<file path="src/rtl/hanoi_move_sequencer.sv">
// Hanoi move sequencer: launches the tower, checks each move it reports
// against a per-disk position model, and buffers legal moves in a small
// FIFO that a slow consumer drains through a valid/ready handshake.
module hanoi_move_sequencer #(
  parameter int DISKS        = 5,
  parameter int FIFO_DEPTH   = 4,
  parameter int START_CYCLES = 2
) (
  input  logic             clk,
  input  logic             reset,
  input  logic             go,
  output logic             tower_start,
  input  logic             mv_strobe,
  input  logic [1:0]       mv_from,
  input  logic [1:0]       mv_to,
  input  logic             tower_done,
  output logic             out_valid,
  input  logic             out_ready,
  output logic [1:0]       out_from,
  output logic [1:0]       out_to,
  output logic [DISKS:0]   move_count,
  output logic             busy,
  output logic             done,
  output logic             error,
  output logic [2:0]       err_code
);

  localparam int AW = (FIFO_DEPTH > 1) ? $clog2(FIFO_DEPTH) : 1;
  localparam int IW = (DISKS > 1) ? $clog2(DISKS) : 1;
  localparam int SW = $clog2(START_CYCLES + 1);
  localparam logic [DISKS:0]  TOTAL      = (DISKS + 1)'((1 << DISKS) - 1);
  localparam logic [AW:0]     FULL_LVL   = (AW + 1)'(FIFO_DEPTH);
  localparam logic [AW:0]     ONE_LVL    = (AW + 1)'(1);
  localparam logic [SW-1:0]   START_LAST = SW'(START_CYCLES - 1);

  typedef enum logic [2:0] {
    S_IDLE,
    S_START,
    S_RUN,
    S_DRAIN,
    S_DONE,
    S_ERROR
  } state_t;

  state_t          state;
  state_t          next_state;
  logic [SW-1:0]   start_cnt;

  logic [1:0]      pos [DISKS];
  logic [1:0]      pos_after [DISKS];
  logic            src_found;
  logic            dst_found;
  logic [IW-1:0]   src_top;
  logic [IW-1:0]   dst_top;
  logic            code_bad;
  logic            stack_bad;
  logic            fifo_block;
  logic            count_cap;
  logic            move_ok;
  logic            all_home;
  logic [DISKS:0]  count_after;

  logic [3:0]      mem [FIFO_DEPTH];
  logic [AW-1:0]   wr_ptr;
  logic [AW-1:0]   rd_ptr;
  logic [AW:0]     fifo_count;
  logic            fifo_full;
  logic            pop;

  logic            launch;
  logic            flush;
  logic            err_set;
  logic [2:0]      err_val;

  assign out_valid   = (fifo_count != '0);
  assign fifo_full   = (fifo_count == FULL_LVL);
  assign pop         = out_valid && out_ready;
  assign out_from    = out_valid ? mem[rd_ptr][3:2] : 2'd0;
  assign out_to      = out_valid ? mem[rd_ptr][1:0] : 2'd0;
  assign tower_start = (state == S_START);
  assign busy        = (state == S_START) || (state == S_RUN) || (state == S_DRAIN);
  assign done        = (state == S_DONE);
  assign error       = (state == S_ERROR);

  // Move legality: find peg tops, classify the strobed move, and preview the disk positions after it.
  always_comb begin
    src_found = 1'b0;
    src_top   = '0;
    dst_found = 1'b0;
    dst_top   = '0;
    for (int i = DISKS - 1; i >= 0; i--) begin
      if (pos[i] == mv_from) begin
        src_found = 1'b1;
        src_top   = IW'(i);
      end
      if (pos[i] == mv_to) begin
        dst_found = 1'b1;
        dst_top   = IW'(i);
      end
    end
    code_bad    = (mv_from == 2'd0) || (mv_to == 2'd0) || (mv_from == mv_to);
    stack_bad   = !src_found || (dst_found && (dst_top < src_top));
    fifo_block  = fifo_full && !pop;
    count_cap   = (move_count == TOTAL);
    move_ok     = (state == S_RUN) && mv_strobe && !code_bad && !stack_bad &&
                  !fifo_block && !count_cap;
    count_after = move_count + (DISKS + 1)'(move_ok);
    for (int i = 0; i < DISKS; i++) begin
      pos_after[i] = (move_ok && (IW'(i) == src_top)) ? mv_to : pos[i];
    end
    all_home = (pos_after[0] != 2'd1);
    for (int i = 1; i < DISKS; i++) begin
      if (pos_after[i] != pos_after[0]) begin
        all_home = 1'b0;
      end
    end
  end

  // Next-state and control decode; move errors outrank the completion check.
  always_comb begin
    next_state = state;
    launch     = 1'b0;
    flush      = 1'b0;
    err_set    = 1'b0;
    err_val    = 3'd0;
    case (state)
      S_IDLE, S_DONE, S_ERROR: begin
        if (go) begin
          next_state = S_START;
          launch     = 1'b1;
          flush      = 1'b1;
        end
      end
      S_START: begin
        if (start_cnt == START_LAST) begin
          next_state = S_RUN;
        end
      end
      S_RUN: begin
        if (mv_strobe) begin
          if (code_bad) begin
            err_set = 1'b1;
            err_val = 3'd1;
          end else if (stack_bad) begin
            err_set = 1'b1;
            err_val = 3'd2;
          end else if (fifo_block) begin
            err_set = 1'b1;
            err_val = 3'd3;
          end else if (count_cap) begin
            err_set = 1'b1;
            err_val = 3'd4;
          end
        end
        if (!err_set && tower_done) begin
          if ((count_after == TOTAL) && all_home) begin
            next_state = S_DRAIN;
          end else begin
            err_set = 1'b1;
            err_val = 3'd4;
          end
        end
        if (err_set) begin
          next_state = S_ERROR;
          flush      = 1'b1;
        end
      end
      S_DRAIN: begin
        if ((fifo_count == '0) || ((fifo_count == ONE_LVL) && pop)) begin
          next_state = S_DONE;
        end
      end
      default: next_state = S_IDLE;
    endcase
  end

  // State register.
  always_ff @(posedge clk or posedge reset) begin
    if (reset) begin
      state <= S_IDLE;
    end else begin
      state <= next_state;
    end
  end

  // Counts how long tower_start has been held in START.
  always_ff @(posedge clk or posedge reset) begin
    if (reset) begin
      start_cnt <= '0;
    end else if (launch) begin
      start_cnt <= '0;
    end else if ((state == S_START) && (start_cnt != START_LAST)) begin
      start_cnt <= start_cnt + SW'(1);
    end
  end

  // Disk position model and accepted-move counter.
  always_ff @(posedge clk or posedge reset) begin
    if (reset) begin
      move_count <= '0;
      for (int i = 0; i < DISKS; i++) begin
        pos[i] <= 2'd1;
      end
    end else if (launch) begin
      move_count <= '0;
      for (int i = 0; i < DISKS; i++) begin
        pos[i] <= 2'd1;
      end
    end else if (move_ok) begin
      move_count <= count_after;
      for (int i = 0; i < DISKS; i++) begin
        pos[i] <= pos_after[i];
      end
    end
  end

  // Error code is captured on entry to ERROR and cleared by a new launch.
  always_ff @(posedge clk or posedge reset) begin
    if (reset) begin
      err_code <= 3'd0;
    end else if (launch) begin
      err_code <= 3'd0;
    end else if (err_set) begin
      err_code <= err_val;
    end
  end

  // FIFO pointers and occupancy; a flush empties it regardless of traffic.
  always_ff @(posedge clk or posedge reset) begin
    if (reset) begin
      wr_ptr     <= '0;
      rd_ptr     <= '0;
      fifo_count <= '0;
    end else if (flush) begin
      wr_ptr     <= '0;
      rd_ptr     <= '0;
      fifo_count <= '0;
    end else begin
      if (move_ok) begin
        wr_ptr <= wr_ptr + AW'(1);
      end
      if (pop) begin
        rd_ptr <= rd_ptr + AW'(1);
      end
      case ({move_ok, pop})
        2'b10:   fifo_count <= fifo_count + ONE_LVL;
        2'b01:   fifo_count <= fifo_count - ONE_LVL;
        default: fifo_count <= fifo_count;
      endcase
    end
  end

  // FIFO storage; the head is only visible while out_valid is high.
  always_ff @(posedge clk) begin
    if (move_ok) begin
      mem[wr_ptr] <= {mv_from, mv_to};
    end
  end

endmodule

</file>
<file path="config.mk">
export PLATFORM = sky130hd
export DESIGN_NAME = hanoi_move_sequencer
export DESIGN_NICKNAME = d
export VERILOG_FILES = /design/src/rtl/hanoi_move_sequencer.sv
export SDC_FILE = /design/constraint.sdc
export NUM_CORES = 1
export LEC_CHECK = 0
export ABC_AREA = 0
export BUFFER_PORTS_ARGS = -buffer_cell sky130_fd_sc_hd__clkbuf_2
export CORE_ASPECT_RATIO = 2
export CORE_MARGIN = 8
export CORE_UTILIZATION = 50
export CTS_CLUSTER_SIZE = 20
export DETAILED_ROUTE_END_ITERATION = 16
export HOLD_SLACK_MARGIN = 0.03
export PLACE_DENSITY = 0.72
export SLEW_MARGIN = 10
export SYNTH_ARGS = -nofsm -noshare
export SYNTH_HDL_FRONTEND = slang
export SYNTH_SLANG_ARGS = --single-unit
</file>
<file path="constraint.sdc">
create_clock -name clk -period 5.11 [get_ports clk]
set_input_delay 0.2555 -clock clk [delete_from_list [all_inputs] [get_ports clk]]
set_output_delay 0.2555 -clock clk [all_outputs]
set_load 0.005 [all_outputs]
</file>
==> results of run 1 <==
## sequential cells by signal, indices dropped and copies added (netlist names)
name        flops
err_code        3
fifo_count      3
mem            16
move_count      6
pos            10
rd_ptr          2
start_cnt       2
state           3
wr_ptr          2
## power by group through the flow
stage / clock network [W] / registers (W) / logic, W
global route: 0.000355 / 0.000579 / 0.000794
floorplan: 0 / 0.000521 / 0.000557
finish: 0.000337 / 0.000565 / 0.000713
global placement: 0 / 0.000570 / 0.000678
detailed placement: 0 / 0.000573 / 0.000699
CTS: 0.000340 / 0.000566 / 0.000706
## metrics by stage
| stage | setup slack (ps) | utilization [%] | instance area (um^2) |
|---|---|---|---|
| after floorplan | 216 | - | 3100 |
| after global placement | 593 | 54.5 | 3270 |
| after detailed placement | 417 | 54.5 | 3270 |
| after CTS | 371 | 57.1 | 3430 |
| after global routing | 63.8 | 57.3 | 3440 |
| final | 454 | 57.3 | 3440 |
## placed cells by master (no fill, tap or decap), types with 4 or more instances in the layout
| cell type | n |
|---|---|
| nand4_1 | 4 |
| nor3_1 | 10 |
| edfxtp_1 | 16 |
| xor2_1 | 9 |
| ha_1 | 13 |
| dfrtp_1 | 26 |
| dfstp_2 | 5 |
| and3_1 | 8 |
| xnor2_1 | 22 |
| nand2_1 | 31 |
| mux4_2 | 4 |
| nor2_1 | 20 |
| o21ai_0 | 23 |
| nand3_1 | 14 |
| inv_1 | 16 |
| mux2i_1 | 7 |
| clkbuf_16 | 5 |
| buf_4 | 5 |
| a21oi_1 | 7 |
| clkbuf_2 | 27 |
| o31ai_1 | 4 |
| and2_1 | 12 |
## worst max-delay path by stage
stage	cells past startpoint	end	slack, ps
CTS	22	wr_ptr[1]	370
global placement	23	rd_ptr[0]	590
floorplan	25	state[1]	220
global route	22	state[1]	60
finish	22	wr_ptr[1]	450
detailed placement	23	wr_ptr[1]	420
## what timing repair did
action / CTS / global route
gates resized for setup: 0 / 1
setup buffers: 0 / 1
setup endpoints to repair: 0 / 7
## cell families (layout without fill, tap and decap cells)
| group | count (synthesis) | count (layout) | share of synthesized area (%) |
|---|---|---|---|
| AOI/OAI and AO/OA | 66 | 66 | 14.7 |
| xor gates and xnor gates | 31 | 31 | 8.75 |
| adders and majority gates | 15 | 15 | 5.88 |
| buffers and inverters | 33 | 56 | 4.39 |
| DFF | 47 | 47 | 40.7 |
| muxes | 11 | 11 | 5.16 |
| and+or+nand+nor | 119 | 119 | 20.5 |
## layout make-up
cell class | count | area (um^2) | share of cell area [%]
tap | 63 | 78.8 | 2.29
clock buffer | 6 | 139 | 4.04
timing repair buffer | 32 | 173 | 5.02
clock inverter | 2 | 16.3 | 0.473
inverter | 16 | 60.1 | 1.75
multi-input combinational | 242 | 1710 | 49.7
sequential | 47 | 1260 | 36.7
## critical path: stages, from the launching register on
cell	delay (ps)
dfstp_2	590
xnor2_1	130
a22oi_2	270
and2_1	190
nand3_1	140
ha_1	330
nand2_1	130
a21o_1	100
o22ai_1	110
nor4_4	380
a21oi_1	100
nand2_1	90
inv_1	60
ha_1	210
ha_1	230
nor3_1	170
a31oi_1	60
nor2_1	160
nand2_1	80
o32ai_2	330
a21boi_2	140
o21a_2	290
nor4_2	260
## routing by layer
metal	vias up	wire length (um)	global-route usage, %
met3	12	241	3.13
met4	0	166	8.24
met1	1185	2730	15.9
met5	-	0	0
li1	1201	-	-
met2	58	4010	30.6
==> impl_metrics.tcl, run 1 <==
set metrics [dict create \
    endpoint_kind "flip-flop" \
    wire_per_inst_um 17.5 \
    pwr-share-seq_pct 35.0 \
    post-route-period-util_pct 91.1 \
    std_cell_rows 40 \
    coreArea_um2 6010 \
    vias 2456 \
    antenna_left 0 \
    fin_hold_ws_ps 20.7 \
    power_density_nw_per_um2 470 \
    crit_type "reg -> reg" \
    comb_power_share_pct 44.2 \
    outcome "finished, final reports clean" \
    netlist_area_um2 3100 \
    finalClockSkew_ps 5.21 \
    drt_iter0_markers 132 \
    power.leakage_nw 1.45 \
    synth_edf_count 16 \
    internal_power_w 0.000994 \
    worst_pin_slew_ps 703 \
    rrSetupSlack_ps 450 \
    synth.ff_latch_count 47 \
    die-area_um2 9140 \
    cp-start-kind "flip-flop" \
    rsz0062_at_grt "no" \
    fmax_ghz 0.215 \
    drive_above_1_share_pct 17.4 \
    grt_pass1_vias 2609 \
    diodes 0 \
    reg2regPathDepth 22 \
    clock_path_buffers 2 \
    p_clk_share_pct 20.9 \
    grt_usage_pct 16.2 \
    viasPerCell 6.02 \
    synth.most_common_cell "nand2_1" \
    holdCritPathClass "in -> async" \
    insertion_delay_ps 290 \
    syn_nets 345 \
    setup.worst_path.start "pos[8]" \
    netSwitchingFraction_pct 38.5 \
    fill_cells 537 \
    rr_endpoint "wr_ptr[1]" \
    synth_largest_area_cell "dfrtp_1" \
    synth.avg_cell_area_um2 9.64 \
    period_needed_ps 4660 \
    worst_ep_arrival_time_ps 4850 \
    ir_drop_mv 0.334 \
    synth_warnings 0 \
    finish.net_count 367 \
    die_h_um 127 \
    place.gp.congestion 0.983 \
    wl_mm 7.14 \
    syn_inst 322 \
    maxSlewHeadroom_pct 53.1 \
    io_pins 28 \
    cts_made_buffers 5 \
    final_cells 408 \
    p_switching_w 0.000621 \
    yosysTopAreaCellShare_pct 21.0 \
    synth_ff_type "dfrtp_1" \
    slew_violations 0 \
    required_ps 5310 \
    ys_seq_area_share_pct 40.7 \
    grt_first_pass_wirelength_mm 11.8 \
    drcViolationCount 0 \
    antenna_found_initial 0 \
    h-tree-depth 2 \
    synthToLayoutAreaGrowth_pct 10.8 \
    synthTopCellsByArea "dfrtp_1 21%, edfxtp_1 15%, xnor2_1 6.2%" \
    grt-ovfl-total 0 \
    die_width_um 71.7 \
    post-dp-hpwl_mm 5.50 \
    cts-root-buf "clkbuf_16" \
    netlist_top_cells_count "31 x nand2_1, 26 x dfrtp_1, 23 x o21ai_0" \
    finalHoldViolations 0 \
    rr_startpoint "pos[8]" \
    synthArstFlopShare_pct 66.0 \
    cap_violations 0 \
    holdBufCountCts 0 \
    crit_path_max_fanout 8 \
    firstDrtPassIters 4 \
    synth_cell_types 57 \
    dp_cells 399 \
    cts.sinks 47 \
    start_util_pct 51.7 \
    cts_tree "yes" \
    grt_max_degree 32 \
    tns_ps 0 \
    power.total_w 0.00161 \
    clkTransAtPathRegs_ps 70 \
    io_buffers 27 \
    final-setup-viol-count 0 \
]
No activity file was read; power rests on OpenSTA's default activity.
==> run 2: changes to the inputs <==
--- a/config.mk
+++ b/config.mk
@@ -7,7 +7,6 @@
 export LEC_CHECK = 0
 export ABC_AREA = 0
 export BUFFER_PORTS_ARGS = -buffer_cell sky130_fd_sc_hd__clkbuf_2
-export CORE_ASPECT_RATIO = 2
 export CORE_MARGIN = 8
 export CORE_UTILIZATION = 50
 export CTS_CLUSTER_SIZE = 20
==> impl_metrics.tcl, run 2 (synthesis results as in run 1) <==
set metrics [dict create \
    tns_ps 0 \
    finalClockSkew_ps 5.29 \
    outcome "finished, final reports clean" \
    io_buffers 27 \
    comb_power_share_pct 45.0 \
    start_util_pct 52.1 \
    diodes 0 \
    crit_type "reg -> reg" \
    p_switching_w 0.000603 \
    antenna_left 0 \
    path_cells "xnor2_1, a22oi_1, and2_1, nand3_1, ha_1, a21o_1, nor4_4, a21oi_1, nand2_1, inv_1, ha_1, ha_1, nor3_1, a31oi_1, nor2_1, nand2_1, o32ai_2, a21boi_2, o21a_2, nor4b_2" \
    cp.depth 20 \
    post-dp-hpwl_mm 5.15 \
    final-setup-viol-count 0 \
    netSwitchingFraction_pct 38.9 \
    crit_path_max_fanout 9 \
    mostFrequentLayoutCells "31 x nand2_1, 27 x clkbuf_2, 26 x dfrtp_1, 23 x o21ai_0, 22 x xnor2_1" \
    mostFrequentLayoutCell "nand2_1" \
    ir_drop_mv 0.246 \
    rr_startpoint "pos[8]" \
    clock_path_buffers 2 \
    clkTransAtPathRegs_ps 90 \
    cap_violations 0 \
    cts_tree "yes" \
    wire_per_inst_um 16.6 \
    crit_path_max_incr_delay_ps 590 \
    reg_top3 "mem: 16 flops, pos: 10 flops, move_count: 6 flops" \
    finish.net_count 367 \
    die_h_um 94.8 \
    cts_made_buffers 5 \
    grt_pass1_vias 2388 \
    period_needed_ps 4670 \
    regMostFlops "mem" \
    holdCritPathClass "in -> reg" \
    viasPerCell 5.78 \
    p_clk_share_pct 18.6 \
    required_ps 5320 \
    holdBufCountCts 1 \
    cts.sinks 47 \
    crit_family "simple AND/OR/NAND/NOR gates" \
    vias 2428 \
    rrSetupSlack_ps 440 \
    reg2regPathDepth 20 \
    cts-root-buf "clkbuf_8" \
    setup.worst_path.start "pos[8]" \
    rr_endpoint "rd_ptr[0]" \
    die_width_um 94.8 \
    grt_max_degree 32 \
    insertion_delay_ps 300 \
    endpoint_kind "flip-flop" \
    cp-start-kind "flip-flop" \
    finalHoldViolations 0 \
    largest_register_ff_count 16 \
    internal_power_w 0.000948 \
    slew_violations 0 \
    maxSlewHeadroom_pct 54.8 \
    worst_ep_arrival_time_ps 4880 \
    fin_hold_ws_ps 273 \
    synthToLayoutAreaGrowth_pct 10.1 \
    drive_above_1_share_pct 16.8 \
    place.gp.congestion 0.914 \
    rsz0062_at_grt "no" \
    die-area_um2 8990 \
    path_buf_inv 1 \
    antenna_found_initial 0 \
    drt_iter0_markers 123 \
    firstDrtPassIters 4 \
    crit_top_cell "ha_1" \
    pwr-share-seq_pct 36.4 \
    cp-endpoint "rd_ptr[0]" \
    h-tree-depth 2 \
    grt_usage_pct 16.3 \
    wl_mm 6.99 \
    power.leakage_nw 1.43 \
    cts_resized 0 \
    grt_first_pass_wirelength_mm 11.6 \
    grt-ovfl-total 0 \
    coreArea_um2 5960 \
    post-route-period-util_pct 91.3 \
    power_density_nw_per_um2 454 \
    cts_setup_buffers 0 \
    std_cell_rows 28 \
    io_pins 28 \
    drcViolationCount 0 \
    crit_slowest_cell "dfstp_2" \
    fmax_ghz 0.214 \
    worst_pin_slew_ps 677 \
]
-- run 2: power groups by stage --
| stage | Combinational, W | Clock, W | Sequential [W] |
|---|---|---|---|
| after detailed placement | 0.000698 | 0 | 0.000573 |
| final | 0.000697 | 0.000288 | 0.000565 |
| after global placement | 0.000682 | 0 | 0.000568 |
| after global routing | 0.000783 | 0.000305 | 0.000578 |
| after CTS | 0.000703 | 0.000294 | 0.000565 |
| after floorplan | 0.000557 | 0 | 0.000521 |
-- run 2: worst reg2reg max path, delay by kind of cell (launching register included) --
kind	cells	cell delay (ps)
fa+ha+maj	3	750
xor+xnor	1	110
simple gates	8	1610
compound gates	7	1460
buf+inv	1	60
flops	1	590
-- run 2: worst min-delay path by stage --
stage	depth (start not counted)	startpoint	endpoint	slack, ps
final	4	go	state[2]	270
after CTS	3	tower_done	state[1]	270
after global placement	3	reset	move_count[4]	340
after global routing	3	tower_done	state[1]	280
after floorplan	0	mv_to[0]	mem[0][0]	350
after detailed placement	3	reset	start_cnt[1]	350
-- run 2: per-stage QoR --
step	power (W)	util (%)	cells	setup WS (ps)	area, um^2
global route	0.00167	57.4	420	68.6	3420
detailed placement	0.00127	55.2	411	547	3290
CTS	0.00156	57.4	420	494	3420
floorplan	0.00108	-	322	216	3100
finish	0.00155	57.4	420	442	3420
global placement	0.00125	55.2	411	660	3290
-- run 2: final cells by class --
class / count / area (um^2)
repair buffers: 32 / 175
multi-input cells: 242 / 1710
clock inverters: 2 / 38.8
clock buffers: 6 / 82.6
fillers: 529 / 2540
flip-flops and latches: 47 / 1260
inverters: 16 / 60.1
well taps: 75 / 93.8
-- run 2: routing by layer --
metal  up-vias  track usage [%]  part of all wire (%)
met4         0             5.33                   1.0
li1       1198                -                     -
met3         9             3.89                   4.9
met2        52             27.2                    49
met5         -                0                     0
met1      1169             20.3                    45
==> run 3: changes to the inputs <==
--- a/config.mk
+++ b/config.mk
@@ -12,7 +12,7 @@
 export CTS_CLUSTER_SIZE = 20
 export DETAILED_ROUTE_END_ITERATION = 16
 export HOLD_SLACK_MARGIN = 0.03
-export PLACE_DENSITY = 0.72
+export PLACE_DENSITY = 0.69
 export SLEW_MARGIN = 10
 export SYNTH_ARGS = -nofsm -noshare
 export SYNTH_HDL_FRONTEND = slang
==> constraint.sdc (replaced) <==
create_clock -name clk -period 5.2 [get_ports clk]
set_input_delay 0.26 -clock clk [delete_from_list [all_inputs] [get_ports clk]]
set_output_delay 0.26 -clock clk [all_outputs]
set_load 0.005 [all_outputs]
==> impl_metrics.tcl, run 3 (synthesis results as in run 1) <==
set metrics [dict create \
    outcome "finished, final reports clean" \
    die-area_um2 8990 \
    cap_violations 0 \
    mostFrequentLayoutCells "31 x nand2_1, 27 x clkbuf_2, 26 x dfrtp_1, 23 x o21ai_0, 22 x xnor2_1" \
    period_needed_ps 4670 \
    drcViolationCount 0 \
    std_cell_rows 28 \
    worst_ep_arrival_time_ps 4870 \
    cp-start-kind "flip-flop" \
    io_pins 28 \
    power_density_nw_per_um2 441 \
    grt_usage_pct 16.3 \
    antenna_found_initial 0 \
    drt_iter0_markers 144 \
    layout_setup_ws_ps 533 \
    grt_max_degree 32 \
    viasPerCell 5.68 \
    mostFrequentLayoutCell "nand2_1" \
    clkTransAtPathRegs_ps 90 \
    p_switching_w 0.000583 \
    h-tree-depth 2 \
    pre_cts_ws_ps 563 \
    vias 2387 \
    largest_register_ff_count 16 \
    power.leakage_nw 1.43 \
    die_h_um 94.8 \
    hold_depth 3 \
    place.gp.congestion 0.957 \
    wire_per_inst_um 16.3 \
    finalHoldViolations 0 \
    insertion_delay_ps 300 \
    rsz0062_at_grt "no" \
    drive_above_1_share_pct 16.2 \
    grt-ovfl-total 0 \
    wl_mm 6.87 \
    holdBufCountCts 1 \
    ir_drop_mv 0.214 \
    synthToLayoutAreaGrowth_pct 9.63 \
    coreArea_um2 5960 \
    regMostFlops "mem" \
    crit_path_max_fanout 9 \
    grt_first_pass_wirelength_mm 11.8 \
    cts.sinks 47 \
    pwr-share-seq_pct 37.0 \
    cts-root-buf "clkbuf_8" \
    tns_ps 0 \
    cts_setup_buffers 0 \
    maxSlewHeadroom_pct 52.5 \
    cts_tree "yes" \
    cts_made_buffers 5 \
    finalClockSkew_ps 6.35 \
    endpoint_kind "flip-flop" \
    worst_pin_slew_ps 713 \
    netSwitchingFraction_pct 38.8 \
    comb_power_share_pct 45.5 \
    final-setup-viol-count 0 \
    crit_type "reg -> reg" \
    die_width_um 94.8 \
    diodes 0 \
    internal_power_w 0.000918 \
    holdCritPathClass "in -> reg" \
    start_util_pct 52.1 \
    clock_path_buffers 2 \
    post-route-period-util_pct 89.8 \
    p_clk_share_pct 17.4 \
    antenna_left 0 \
    post-dp-hpwl_mm 5.14 \
    fill_cells 520 \
    reg_top3 "mem: 16 flops, pos: 10 flops, move_count: 6 flops" \
    cts_resized 0 \
    io_buffers 27 \
    required_ps 5400 \
    firstDrtPassIters 5 \
    slew_violations 0 \
    fmax_ghz 0.214 \
    grt_pass1_vias 2439 \
    finish.net_count 367 \
    reg2regPathDepth 22 \
    fin_hold_ws_ps 283 \
]
## run 3: final cells by class
type                       count  area, um^2  area share [%]
multi-input combinational    242        1710            50.1
clock inverter                 1        30.0           0.882
clock buffer                   7        76.3            2.24
inverter                      16        60.1            1.76
timing repair buffer          32         175            5.15
sequential                    47        1260            37.1
tap                           75        93.8            2.76
## run 3: metal layers
metal  wire length, um  part of all wire [%]  track usage (%)
met4                39                  0.57             3.90
met1              3230                    47             21.4
met3               249                   3.6             3.41
met5                 0                     0                0
met2              3340                    49             26.9
## run 3: worst max-delay path, stage by stage (launching register included)
cell	delay [ps]
dfstp_2	580
xnor2_1	110
a22oi_1	330
and2_1	210
nand3_1	160
ha_1	340
nand2_1	130
a21o_1	100
o22ai_1	100
nor4_4	350
a21oi_1	120
nand2_1	110
inv_1	60
ha_1	190
ha_1	230
nor3_1	180
a31oi_1	60
nor2_1	140
nand2_1	80
o32ai_2	290
a21boi_2	130
o21a_2	280
nor4b_2	290
## run 3: power groups by stage
stage	Sequential [W]	Clock (W)	Combinational, W
3_3_place_gp	0.000559	0	0.000671
6_report	0.000556	0.000262	0.000683
2_1_floorplan	0.000512	0	0.000547
4_1_cts	0.000556	0.000270	0.000688
5_1_grt	0.000567	0.000281	0.000772
3_5_place_dp	0.000562	0	0.000685
## run 3: stage by stage
step	std cells	instance area (um^2)	util (%)	power (W)
floorplan	322	3100	-	0.00106
global placement	411	3290	55.2	0.00123
detailed placement	411	3290	55.2	0.00125
CTS	420	3400	57.1	0.00151
global route	420	3400	57.1	0.00162
finish	420	3400	57.1	0.00150
## run 3: final timing paths
kind                                 endpoint  slack, ps           from
worst min-delay path                 state[1]        280     tower_done
worst max-delay path                rd_ptr[0]        530         pos[8]
worst max register to register      rd_ptr[0]        530         pos[8]
max in group asynchronous              pos[4]       4290          reset
worst min register to register  move_count[5]        510  move_count[5]
min in group asynchronous       move_count[4]        580          reset
